<file path="src/rtl/cla_pkg.sv">
// rtl/cla_pkg.sv - shared constants and FSM state type for the serial CLA adder
package cla_pkg;

    localparam int NIB_W = 4;

    typedef enum logic [1:0] {
        IDLE = 2'd0,
        RUN  = 2'd1,
        DONE = 2'd2
    } state_t;

endpackage

</file>
<file path="src/rtl/cla4_slice.sv">
// rtl/cla4_slice.sv - combinational 4-bit carry-lookahead adder slice
module cla4_slice
    import cla_pkg::*;
(
    input  logic [NIB_W-1:0] a,
    input  logic [NIB_W-1:0] b,
    input  logic             cin,
    output logic [NIB_W-1:0] s,
    output logic             cout
);

    logic [NIB_W-1:0] p;
    logic [NIB_W-1:0] g;
    logic [NIB_W:0]   c;

    assign p = a ^ b;
    assign g = a & b;

    // Every carry is a flat sum of products of P/G and cin, no rippling.
    assign c[0] = cin;
    assign c[1] = g[0] | (p[0] & cin);
    assign c[2] = g[1] | (p[1] & g[0]) | (p[1] & p[0] & cin);
    assign c[3] = g[2] | (p[2] & g[1]) | (p[2] & p[1] & g[0])
                | (p[2] & p[1] & p[0] & cin);
    assign c[4] = g[3] | (p[3] & g[2]) | (p[3] & p[2] & g[1])
                | (p[3] & p[2] & p[1] & g[0]) | (p[3] & p[2] & p[1] & p[0] & cin);

    assign s    = p ^ c[NIB_W-1:0];
    assign cout = c[NIB_W];

endmodule

</file>
<file path="src/rtl/cla_serial_add_ctrl.sv">
// rtl/cla_serial_add_ctrl.sv - WIDTH-bit add/subtract streamed nibble-serially through one CLA slice
module cla_serial_add_ctrl
    import cla_pkg::*;
#(
    parameter int WIDTH = 16
) (
    input  logic             clk,
    input  logic             rst,
    input  logic             in_valid,
    output logic             in_ready,
    input  logic [WIDTH-1:0] a,
    input  logic [WIDTH-1:0] b,
    input  logic             cin,
    input  logic             op_sub,
    output logic             out_valid,
    input  logic             out_ready,
    output logic [WIDTH-1:0] sum,
    output logic             cout,
    output logic             ovf,
    output logic             busy
);

    localparam int NNIB  = WIDTH / NIB_W;
    localparam int IDX_W = $clog2(NNIB);

    state_t             state_q;
    state_t             state_d;
    logic [IDX_W-1:0]   idx_q;
    logic               carry_q;
    logic [WIDTH-1:0]   a_q;
    logic [WIDTH-1:0]   b_q;
    logic [WIDTH-1:0]   sum_q;
    logic               cout_q;
    logic               ovf_q;

    logic [NIB_W-1:0]   nib_a;
    logic [NIB_W-1:0]   nib_b;
    logic [NIB_W-1:0]   nib_s;
    logic               nib_c;
    logic               accept;
    logic               last_nib;

    assign nib_a    = a_q[idx_q*NIB_W +: NIB_W];
    assign nib_b    = b_q[idx_q*NIB_W +: NIB_W];
    assign last_nib = (idx_q == IDX_W'(NNIB - 1));
    assign accept   = in_valid && in_ready;

    cla4_slice u_slice (
        .a    (nib_a),
        .b    (nib_b),
        .cin  (carry_q),
        .s    (nib_s),
        .cout (nib_c)
    );

    always_ff @(posedge clk or posedge rst) begin
        if (rst) begin
            state_q <= IDLE;
        end else begin
            state_q <= state_d;
        end
    end

    always_comb begin
        state_d = state_q;
        case (state_q)
            IDLE:    if (accept)    state_d = RUN;
            RUN:     if (last_nib)  state_d = DONE;
            DONE:    if (out_ready) state_d = IDLE;
            default:                state_d = IDLE;
        endcase
    end

    // Subtract is folded in at accept time: B is stored inverted and the carry seeded with 1.
    always_ff @(posedge clk or posedge rst) begin
        if (rst) begin
            idx_q   <= '0;
            carry_q <= 1'b0;
            a_q     <= '0;
            b_q     <= '0;
            sum_q   <= '0;
            cout_q  <= 1'b0;
            ovf_q   <= 1'b0;
        end else if (accept) begin
            a_q     <= a;
            b_q     <= op_sub ? ~b : b;
            carry_q <= op_sub | cin;
            idx_q   <= '0;
        end else if (state_q == RUN) begin
            sum_q[idx_q*NIB_W +: NIB_W] <= nib_s;
            carry_q <= nib_c;
            if (last_nib) begin
                idx_q  <= '0;
                cout_q <= nib_c;
                ovf_q  <= (a_q[WIDTH-1] == b_q[WIDTH-1]) && (nib_s[NIB_W-1] != a_q[WIDTH-1]);
            end else begin
                idx_q  <= idx_q + 1'b1;
            end
        end
    end

    assign in_ready  = (state_q == IDLE) && !rst;
    assign out_valid = (state_q == DONE);
    assign busy      = (state_q != IDLE);
    assign sum       = sum_q;
    assign cout      = cout_q;
    assign ovf       = ovf_q;

endmodule

</file>
<file path="config.mk">
export PLATFORM = sky130hd
export DESIGN_NAME = cla_serial_add_ctrl
export DESIGN_NICKNAME = d
export VERILOG_FILES = /design/src/rtl/cla_pkg.sv /design/src/rtl/cla4_slice.sv /design/src/rtl/cla_serial_add_ctrl.sv
export SDC_FILE = /design/constraint.sdc
export NUM_CORES = 1
export LEC_CHECK = 0
export ABC_AREA = 1
export ABC_CLOCK_PERIOD_IN_PS = 2450
export CAP_MARGIN = 20
export CORE_MARGIN = 4
export CORE_UTILIZATION = 26
export DETAILED_ROUTE_END_ITERATION = 6
export PLACE_DENSITY = 0.57
export SLEW_MARGIN = 25
export SYNTH_ARGS = -nofsm -noshare
export SYNTH_HDL_FRONTEND = slang
export SYNTH_SLANG_ARGS = --single-unit
</file>
<file path="constraint.sdc">
create_clock -name clk -period 2.45 [get_ports clk]
set_input_delay 0.3675 -clock clk [delete_from_list [all_inputs] [get_ports clk]]
set_output_delay 0.3675 -clock clk [all_outputs]
set_load 0.1 [all_outputs]
</file>
After elaboration in Yosys (flattened, before gate mapping) --
Cells that the tools add are included.
Word-level totals: register bits after elaboration 55, bits of input ports 38, output and inout bits 21
Cells by class: $add $sub $neg 2, equality and inequality tests 8, shift-type cells 4, multiplexer cells 11, bitwise gates (word level) 32, reductions and logical operators 10
Operators with widths (count):
- $neg 4->34 | 1
- $shift 4x34->16 const A | 1
- $shiftx 4x34->16 | 1
- $shiftx 16x5->4 | 2
- $and 1x1->1 | 16
- $bwmux 16 | 1
- $mux 16 | 1
- $not 16->16 | 1
- $mux 2 | 6
- $or 1x1->1 | 11
- $xor 4x4->4 | 2
- $pmux 2 s3 | 1
- $reduce_and 3->1 | 2
- $and 4x4->4 | 1
- $eq 2x2->1 const B | 2
- $ne 2x2->1 const B | 2
- $reduce_bool 2->1 | 2
- $logic_and 1x1->1 | 3
- $add 2x1->2 const B | 1
- $eq 2x1->1 const B | 1
- $logic_not 2->1 | 1
- $mux 1 | 2
- $ne 2x1->1 const B | 1
- $reduce_and 2->1 | 1
- other kinds (4) | 4

Logic depth before layout (Yosys ltp) --
Gate-level depths: netlist of run 1.
depth in word-level cells 9, mapped depth 14, depth with buffers taken out 13

Cells and area by module --
Synthesis of run 1 repeated with hierarchy kept, for this count alone.
Unflattened totals: cells, all modules 357, area total of the unflattened synthesis 2854.0 um^2
Modules (own cells, without submodules):
- cla_serial_add_ctrl | instances 1, cells an instance 326, area an instance 2665.1 um^2, sequential area each 1376.3 um^2
- cla4_slice | instances 1, cells an instance 31, area an instance 188.9 um^2, sequential area each 0.0 um^2

Worst setup path after synthesis of run 1 --
OpenSTA, ideal clock, no wires.
kind reg-to-reg, start point register idx_q[0], end point register sum_q[15] (netlist: sum[15]), arrival 2.056 ns, required time 2.382 ns, slack 0.326 ns, cell stages (with the launch flop) 15, cells stage by stage dfrtp_1 -> inv_1 -> clkbuf_1 -> nor2_1 -> o22ai_1 -> ha_1 -> nand2_1 -> nand2_1 -> nor2_1 -> nand2_1 -> nand2_1 -> nand2_1 -> nor2_1 -> nand3_1 -> nand2_1
On the way: word-level cells in the longest chain between the ends 9, elaborated cells between the ends (all ways) 24, those cells by class 1 x add/sub; 4 x shift; 1 x mux; 18 x bitwise
Ends and longest elaborated chain:
- start: declaration | RTL line cla_serial_add_ctrl.sv:28 | logic [IDX_W-1:0] idx_q;
- start signal: assignment | RTL line cla_serial_add_ctrl.sv:97 | idx_q <= idx_q + 1'b1;
- $shiftx 16x5->4, on equally long branches | RTL line cla_serial_add_ctrl.sv:43, cla_serial_add_ctrl.sv:44
- $xor 4x4->4 or $and 4x4->4 (tied branches) | RTL line cla4_slice.sv:16, cla4_slice.sv:17
- $and 1x1->1, on equally long branches | RTL line cla4_slice.sv:23, cla4_slice.sv:24
- $or 1x1->1 (tied with other cells) | RTL line cla4_slice.sv:23 | assign c[3] = g[2] | (p[2] & g[1]) | (p[2] & p[1] & g[0])
- $or 1x1->1 or $and 1x1->1 (tied branches) | RTL line cla4_slice.sv:23, cla4_slice.sv:24
- $or 1x1->1 | RTL line cla4_slice.sv:24 | | (p[2] & p[1] & p[0] & cin);
- $xor 4x4->4 | RTL line cla4_slice.sv:28 | assign s = p ^ c[NIB_W-1:0];
- $shiftx 4x34->16 | RTL line cla_serial_add_ctrl.sv:90 | sum_q[idx_q*NIB_W +: NIB_W] <= nib_s;
- $bwmux 16 (*) | RTL line cla_serial_add_ctrl.sv:90
- end signal: indexed assignment | RTL line cla_serial_add_ctrl.sv:90
- end: declaration | RTL line cla_serial_add_ctrl.sv:32 | logic [WIDTH-1:0] sum_q;
Every way passes the cells marked *; elsewhere a longest branch is shown, timed or not. A chain may end at the register's enable or synchronous reset.

Worst setup path in the final report of run 1 --
start point register idx_q[0], end point register sum_q[14] (netlist: sum[14])
The elaborated chain is that of the path after synthesis.

==> impl_results.md, run 1 <==
- Pleak: 1.77 nW
- Post-Place Setup Slack: 295 ps
- Synth top area cells: dfrtp_1 (48%), nand2_1 (14%), o21ai_0 (5.4%)
- Fillers: 1,117
- Met1 Wirelength: 3080 um
- Setup Skew: 5.57 ps
- Worst-Skew Late Latency: 300 ps
- Clock tree from TritonCTS: built
- Synth Net Count: 382
- Prevailing post-synth register cell: dfrtp_1
- VDD IR max: 935 uV
- Drt first-iter violations: 136
- Core area: 0.0108 mm2
- Final period utilization: 88.5%
- Peak Freq: 0.461 GHz
- Synthesized area: 0.00286 mm2
- Slowest stage cell, crit path: dfrtp_1
- Outcome: complete, no violations
- Critical Path RT: 2700 ps
- Hold crit path type: flop to flop
- CTS sink cnt: 55
- Final Setup Violations: 0
- CP Max Fanout: 22
- Setup ws final: 281 ps
- # diodes: 0
- Critical path class: flop to flop
- Final TNS setup: 0 ps
- Post-synthesis sequential area ratio: 48.2%
- Hold_buf cts: 0
- Remaining DRCs: 0
- Gr usage total: 11.2%
- Synth area leader: dfrtp_1
- Dpl hpwl: 5200 um
- Synth Instances: 333
- CP arrival: 2420 ps
- Area of the multi-input gates: 0.00131 mm2
- Syn Area/Cell: 8.58 um2
- R2R cell count: 14
- Crit path cell chain: inv_1 > buf_6 > nor2_1 > o22ai_1 > ha_1 > nand2_1 > nand2_1 > inv_1 > nor2_1 > nand2_1 > nand2_1 > nor2_1 > nand3_1 > nand2_1
- Hold Fails Final Rpt: 0
- Die Width: 113 um
- CTS root buf: clkbuf_8
- Initial antenna violation count: 0
- Pin count of the biggest net entering global routing: 37
- Most frequent cells after synthesis: nand2_1 (106), dfrtp_1 (55), o21ai_0 (31)
- Initial core utilization: 26.5%
- Pre-Repair DR Iteration Count: 4
- Most used cell, CP: nand2_1
- Max-Cap Viols: 0
- Fin nets: 444
- Layout cells sized above 1: 15.4%
- Critical Path End Type: flop
- Via density per instance: 4.34
- EDFF count, synth: 0
- First-pass GRT wire length: 11,700 um
- Clk buf depth: 2
- Final Max Slew Viols: 0
- Vias in the first global route: 2,499
- Post-synth cell types: 30
- Delay of the slowest critical-path stage: 410 ps
- WL met2: 3240 um
- Most frequent cell after synthesis: nand2_1
- Hold path cells: 2
- Synth top area share: 48.2%
- GP Congestion: 0.833
- # IOs: 59
- RSZ-0062 raised after global routing: false
- TritonCTS buffer count: 5
- Metal3 WL: 323 um
- Synth Warn #: 0
- Startpoint Class: flop
- Final WL: 6780 um
- Slew margin rel.: 71.3%
- WL/cell: 12.6 um
- GR Overflow Total: 0
- Total die area: 0.0127 mm2
- Vias: 2,328
- FFs w/ async S/R, synth: 100%
- # port buffers: 58
- P per Cell Area: 1480 mW/mm2
- DR top layer: met4
- Rows: 38
- Synthesized flop and latch total: 55
- Worst Tran Pin Value: 431 ps
- Antenna-violating nets left: 0
- Sequential Area: 0.00138 mm2
- Clock transition at the registers of the reported paths: 100 ps
- Synthesis-to-layout area growth: 28.0%
- Die Height: 113 um
- CTS H-Tree Depth: 2
- Post-route minimum period: 2170 ps
==> layer usage <==
metal	vias to the layer above	track usage, %
li1	1197	-
met1	1066	13.9
met2	55	19.2
met3	10	2.57
met4	0	3.29
met5	-	0
==> power by group <==
part	total [W]	leakage, nW	internal, W	switching (W)
combinational	0.00332	1.01	0.00103	0.00230
sequential	0.00153	0.705	0.00128	0.000247
clock	0.000547	0.0515	0.000259	0.000288
total	0.00540	1.77	0.00257	0.00283
==> through the flow <==
step	cell area (um2)	utilization, %	hold WS (ps)	std cells	total power, W
2_1_floorplan	2860	-	444	333	0.00401
3_3_place_gp	3550	32.9	458	528	0.00478
3_5_place_dp	3550	32.9	468	528	0.00486
4_1_cts	3650	33.8	495	536	0.00542
5_1_grt	3660	33.9	516	536	0.00591
6_report	3660	33.9	489	536	0.00540
==> registers in the layout, indices dropped and copies added, names as in the netlist <==
signal   cells
b_q         16
ovf          1
idx_q        2
carry_q      1
state_q      2
sum         16
a_q         16
cout         1
==> placed cells by master (no fill, tap or decap), types with 2 or more instances in the layout <==
cell type        count
nand2_1            106
inv_1               16
xnor2_1             17
nand2_2              3
clkbuf_8             7
nor2_2               3
nand3_1             10
o22ai_1              8
o21ai_2             11
buf_4               28
dfrtp_1             55
ha_1                10
o21ai_1              7
clkdlybuf4s50_1     37
inv_2                2
nor2_1              29
o31ai_1              2
o21ai_0             31
==> kinds of logic (layout without fill, tap and decap cells) <==
logic type	count (synthesis)	in the layout	synth area share, %
AOI/OAI and AO/OA	61	61	12.9
adders and majority gates	11	11	5.08
and+or+nand+nor	157	157	22.7
DFF	55	55	48.2
xor gates and xnor gates	17	17	5.21
buffers and inverters	32	95	5.91
==> cell type report <==
cell class	instances	area share (%)
Sequential cell	55	37.6
Timing Repair Buffer	67	16.7
Inverter	20	2.19
Multi-Input combinational cell	246	35.9
Tap cell	140	4.79
Clock buffer	8	2.74
==> worst max-delay path, delay by kind of cell, from the launching register on <==
kind | cells | cell delay (ps)
simple gates | 9 | 800
flops | 1 | 410
buf+inv | 3 | 330
fa+ha+maj | 1 | 300
compound gates | 1 | 280
==> timing repair <==
action	4_1_cts	5_1_grt
endpoints found under the setup margin	0	3
resized for setup	0	2
buffers inserted	0	0
==> worst paths after layout <==
check	startpoint	end	slack, ps
min reg2reg	a_q[1]	a_q[1]	490
min	a_q[1]	a_q[1]	490
max reg2reg	idx_q[0]	sum[14]	280
min in group asynchronous	rst	state_q[1]	520
max in group asynchronous	rst	b_q[11]	1310
max	idx_q[0]	sum[14]	280
(Power assumes the default switching activity.)
==> inputs of run 2 (changes only) <==
--- a/config.mk
+++ b/config.mk
@@ -5,13 +5,11 @@
 export SDC_FILE = /design/constraint.sdc
 export NUM_CORES = 1
 export LEC_CHECK = 0
-export ABC_AREA = 1
 export ABC_CLOCK_PERIOD_IN_PS = 2450
 export CAP_MARGIN = 20
-export CORE_MARGIN = 4
 export CORE_UTILIZATION = 26
 export DETAILED_ROUTE_END_ITERATION = 6
-export PLACE_DENSITY = 0.57
+export PLACE_DENSITY = 0.58
 export SLEW_MARGIN = 25
 export SYNTH_ARGS = -nofsm -noshare
 export SYNTH_HDL_FRONTEND = slang
==> run 2 against run 1 <==
Critical path type unchanged. Synthesized cell count decreased by 30%. Non-clock buffer count up 9. Routed wire length down 10%.
==> impl_results.md, run 2 <==
- Outcome: complete, no violations
- Startpoint Class: flop
- Vias: 1,979
- FFs w/ async S/R, synth: 100%
- Post-synth cell types: 33
- # diodes: 0
- # IOs: 59
- Via density per instance: 4.49
- Initial antenna violation count: 0
- Worst Tran Pin Value: 479 ps
- Synthesized area: 0.00271 mm2
- CP arrival: 2630 ps
- Commonest non-fill, non-tap cell in the layout: dfrtp_1
- Synthesis-to-layout area growth: 36.4%
- Fillers: 993
- # port buffers: 58
- Clock tree from TritonCTS: built
- Post-synthesis sequential area ratio: 50.9%
- CP Max Fanout: 5
- Synth Instances: 234
- Clock transition at the registers of the reported paths: 100 ps
- Final Setup Violations: 0
- Max-Cap Viols: 0
- Slew margin rel.: 68.1%
- Final Max Slew Viols: 0
- Clk buf depth: 2
- Rows: 36
- Pre-Repair DR Iteration Count: 4
- GR Overflow Total: 0
- Total die area: 0.0108 mm2
- Critical path class: flop to flop
- Synth Net Count: 283
- Hold crit path type: input port to async pin
- Post-route minimum period: 2370 ps
- Drt first-iter violations: 65
- Vias in the first global route: 2,078
- Synth Warn #: 0
- GP Congestion: 0.804
- Worst-Skew Late Latency: 320 ps
- Initial core utilization: 27.3%
- Pin count of the biggest net entering global routing: 36
- Final period utilization: 96.9%
- Dpl hpwl: 4630 um
- Peak Freq: 0.421 GHz
- CTS H-Tree Depth: 2
- Die Width: 104 um
- Remaining DRCs: 0
- Most frequent cells after synthesis: dfrtp_1 (55), nor2_1 (23), nand2_1 (22)
- Layout cells sized above 1: 26.3%
- Critical Path End Type: flop
- Synth top area share: 50.9%
- Synth top area cells: dfrtp_1 (51%), mux2_2 (6.7%), mux4_2 (6.7%)
- Synthesized flop and latch total: 55
- Antenna-violating nets left: 0
- Gr usage total: 12.1%
- WHS: 462 ps
- Most frequent cells in the layout: dfrtp_1 (55), clkdlybuf4s50_1 (37), buf_4 (34)
- R2R cell count: 8
- CTS root buf: clkbuf_8
- Hold_buf cts: 0
- Syn Area/Cell: 11.6 um2
- Prevailing post-synth register cell: dfrtp_1
- WL/cell: 13.8 um
- Crit Reg-Reg Endpoint: ovf
- Fin nets: 356
- Setup slack on the worst flop-to-flop path: 80 ps
- First-pass GRT wire length: 10,300 um
- TritonCTS buffer count: 5
- Final WL: 6090 um
- Critical Path RT: 2710 ps
- Die Height: 104 um
- Hold Fails Final Rpt: 0
- Most frequent cell after synthesis: dfrtp_1
- Core area: 0.00991 mm2
- Worst flop-to-flop path startpoint: idx_q[0]
- Synth area leader: dfrtp_1
- CTS sink cnt: 55
- EDFF count, synth: 0
- Setup Skew: 5.74 ps
-- run 2: kinds of logic after synthesis --
family	after synthesis	synth area share, %
flip-flops	55	50.9
AND/OR/NAND/NOR	64	10.6
AO/OA/AOI/OAI	46	11.0
XOR/XNOR	18	5.83
buffers and inverters	16	3.01
adder cells (fa/ha/maj)	11	5.37
multiplexers	24	13.3
-- run 2: layer usage --
layer	vias up	GRT usage, %	wire length (um)
met4	0	3.67	75
met1	963	15.7	2820
li1	966	-	-
met5	-	0	0
met2	44	19.6	2950
met3	6	3.51	251
-- run 2: cell type report --
cell class	count	area [um2]	share of cell area [%]
sequential	55	1380	37.3
inverter	6	22.5	0.610
timing repair buffer	76	708	19.2
tap	133	166	4.51
clock inverter	1	8.76	0.237
clock buffer	7	86.3	2.34
multi-input combinational	163	1320	35.8
-- run 2: stage by stage --
stage | setup slack, ps | util [%] | setup TNS [ps] | instance area (um2) | std cells
final | 76.7 | 37.2 | 0 | 3690 | 441
after global routing | -17.4 | 37.2 | -17.4 | 3690 | 441
after CTS | 38.4 | 36.5 | 0 | 3610 | 439
after detailed placement | -173 | 35.5 | -668 | 3510 | 431
after global placement | -94.6 | 35.5 | -376 | 3510 | 431
after floorplan | 4.24 | - | 0 | 2740 | 234
-- run 2: timing repair --
item / 4_1_cts / 5_1_grt
pin swaps: 0 / 3
endpoints found under the hold margin: 0 / 0
setup endpoints to repair: 4 / 6
buffers inserted: 0 / 2
gates resized for setup: 1 / 6
-- run 2: worst max-delay path: stages (launching register included) --
cell     delay, ps
dfrtp_1        390
buf_6          140
buf_12         100
mux4_2         530
ha_4           300
o21ai_0         70
o21a_1         210
or4_4          490
nand3_1         90
-- run 2: worst max-delay path by stage --
| stage | startpoint | endpoint |
|---|---|---|
| final | idx_q[0] | ovf |
| after global routing | idx_q[0] | ovf |
| after CTS | idx_q[0] | ovf |
| after detailed placement | idx_q[0] | sum[11] |
| after global placement | idx_q[0] | sum[11] |
| after floorplan | idx_q[0] | ovf |
Power of run 2 is left out: the tool's default activity adds up to more than one toggle a clock period on the data nets, which glitch-free logic cannot reach.
==> inputs of run 3 (changes only) <==
--- a/config.mk
+++ b/config.mk
@@ -7,9 +7,9 @@
 export LEC_CHECK = 0
 export ABC_CLOCK_PERIOD_IN_PS = 2450
 export CAP_MARGIN = 20
-export CORE_UTILIZATION = 26
+export CORE_UTILIZATION = 30
 export DETAILED_ROUTE_END_ITERATION = 6
-export PLACE_DENSITY = 0.58
+export PLACE_DENSITY = 0.63
 export SLEW_MARGIN = 25
 export SYNTH_ARGS = -nofsm -noshare
 export SYNTH_HDL_FRONTEND = slang
==> run 3 against run 2 <==
Design area is 1.5% lower. Sequential share of layout area is 0.60 points higher. Worst hold slack better by 25 ps. Routed wire length is 1.9% lower. Fmax is 0.56% lower. Die area is 13% lower. Non-clock buffer count is 3 lower. Global-route usage is 1.0 points higher. Clock-buffer cell count is 1 lower. Clock skew is 2.4 ps lower. Largest cell class unchanged.
==> impl_results.md, run 3 (synthesized netlist as in run 2, its figures left out) <==
- Outcome: complete, no violations
- Antenna-violating nets left: 0
- Slew margin rel.: 63.4%
- Setup Skew: 3.38 ps
- Total die area: 0.00940 mm2
- First-pass GRT wire length: 9910 um
- Delay of the slowest critical-path stage: 550 ps
- Remaining DRCs: 0
- Hold Fails Final Rpt: 0
- Gr usage total: 13.2%
- Hold path start: sum[1]
- Clock transition at the registers of the reported paths: 90 ps
- Hold crit path type: flop to flop
- Post-route minimum period: 2390 ps
- CP arrival: 2570 ps
- CP Max Fanout: 5
- Vias in the first global route: 2,039
- # diodes: 0
- Hold_buf cts: 0
- Final Setup Violations: 0
- Fin nets: 353
- Clk buf depth: 2
- Die Width: 97.0 um
- Commonest non-fill, non-tap cell in the layout: dfrtp_1
- Critical Path RT: 2630 ps
- Crit path cell chain: buf_6 > mux4_2 > buf_4 > fa_1 > nand2_1 > o41ai_1
- # IOs: 59
- Rows: 34
- Final Cell Area: 0.00363 mm2
- TritonCTS buffer count: 5
- GP Congestion: 0.774
- Critical Path End Type: flop
- Pin count of the biggest net entering global routing: 32
- Die Height: 97.0 um
- Final WL: 5980 um
- Core area: 0.00872 mm2
- GR Overflow Total: 0
- Startpoint Class: flop
- Clock tree from TritonCTS: built
- Synthesis-to-layout area growth: 34.4%
- Vias: 1,989
- Placed instance area: 0.00345 mm2
- Layout cells sized above 1: 25.6%
- Final period utilization: 97.4%
- Critical path class: flop to flop
- Final Max Slew Viols: 0
- Hold endpoint: sum[1]
- Fillers: 835
- CTS H-Tree Depth: 2
- Post-Place Setup Slack: -64.1 ps
- Final Util: 41.7%
- Peak Freq: 0.419 GHz
- Setup slack on the worst flop-to-flop path: 60 ps
- Slowest stage cell, crit path: fa_1
- Via density per instance: 4.82
- Most frequent cells in the layout: dfrtp_1 (54), clkdlybuf4s50_1 (37), buf_4 (32)
- Pre-Repair DR Iteration Count: 4
- R2R cell count: 6
- Worst flop-to-flop path startpoint: idx_q[0]
- Worst-Skew Late Latency: 310 ps
- # port buffers: 58
- Crit Reg-Reg Endpoint: sum[8]
- WL/cell: 14.5 um
- Drt first-iter violations: 56
- Worst Tran Pin Value: 548 ps
- CTS sink cnt: 55
- Max-Cap Viols: 0
- Initial core utilization: 31.0%
- CTS root buf: clkbuf_8
- Initial antenna violation count: 0
- Dpl hpwl: 4570 um
- Setup ws final: 63.4 ps
- Hold path cells: 2
-- run 3: cell type report --
class / instances / area, um2 / share of cell area (%)
flip-flops and latches: 55 / 1380 / 37.9
multi-input cells: 163 / 1310 / 35.9
repair buffers: 73 / 673 / 18.5
well taps: 108 / 135 / 3.72
clock buffers: 6 / 82.6 / 2.27
clock inverters: 2 / 38.8 / 1.07
inverters: 6 / 22.5 / 0.620
-- run 3: worst max-delay path, delay by kind of cell, from the launching register on --
kind	cells	cell delay (ps)
mux	1	530
buf+inv	2	270
compound gates	1	380
simple gates	1	90
fa+ha+maj	1	550
flops	1	440
-- run 3: worst max-delay path by stage --
stage	startpoint	endpoint	depth (start not counted)
after floorplan	idx_q[0]	ovf	7
after global placement	idx_q[0]	ovf	7
after detailed placement	idx_q[0]	sum[15]	7
after CTS	idx_q[0]	ovf	7
after global routing	idx_q[0]	ovf	7
final	idx_q[0]	sum[8]	6
-- run 3: routing by layer --
metal,GRT usage (%),vias to the layer above,routed length (um)
li1,-,964,-
met1,17.1,965,2660
met2,22.0,51,2980
met3,2.75,9,255
met4,4.13,0,83
met5,0,-,0
-- run 3: timing repair --
item | 4_1_cts | 5_1_grt
buffers inserted | 0 | 3
resized for setup | 2 | 4
pin swaps | 0 | 2
gates cloned | 0 | 0
setup endpoints to repair | 7 | 6
-- run 3: per-stage QoR --
step	std cells	hold slack, ps	setup TNS, ps
2_1_floorplan	234	475	0
3_3_place_gp	402	470	0
3_5_place_dp	402	472	-243
4_1_cts	410	494	0
5_1_grt	413	521	-40.7
6_report	413	487	0
Power of run 3 is left out for the same reason.
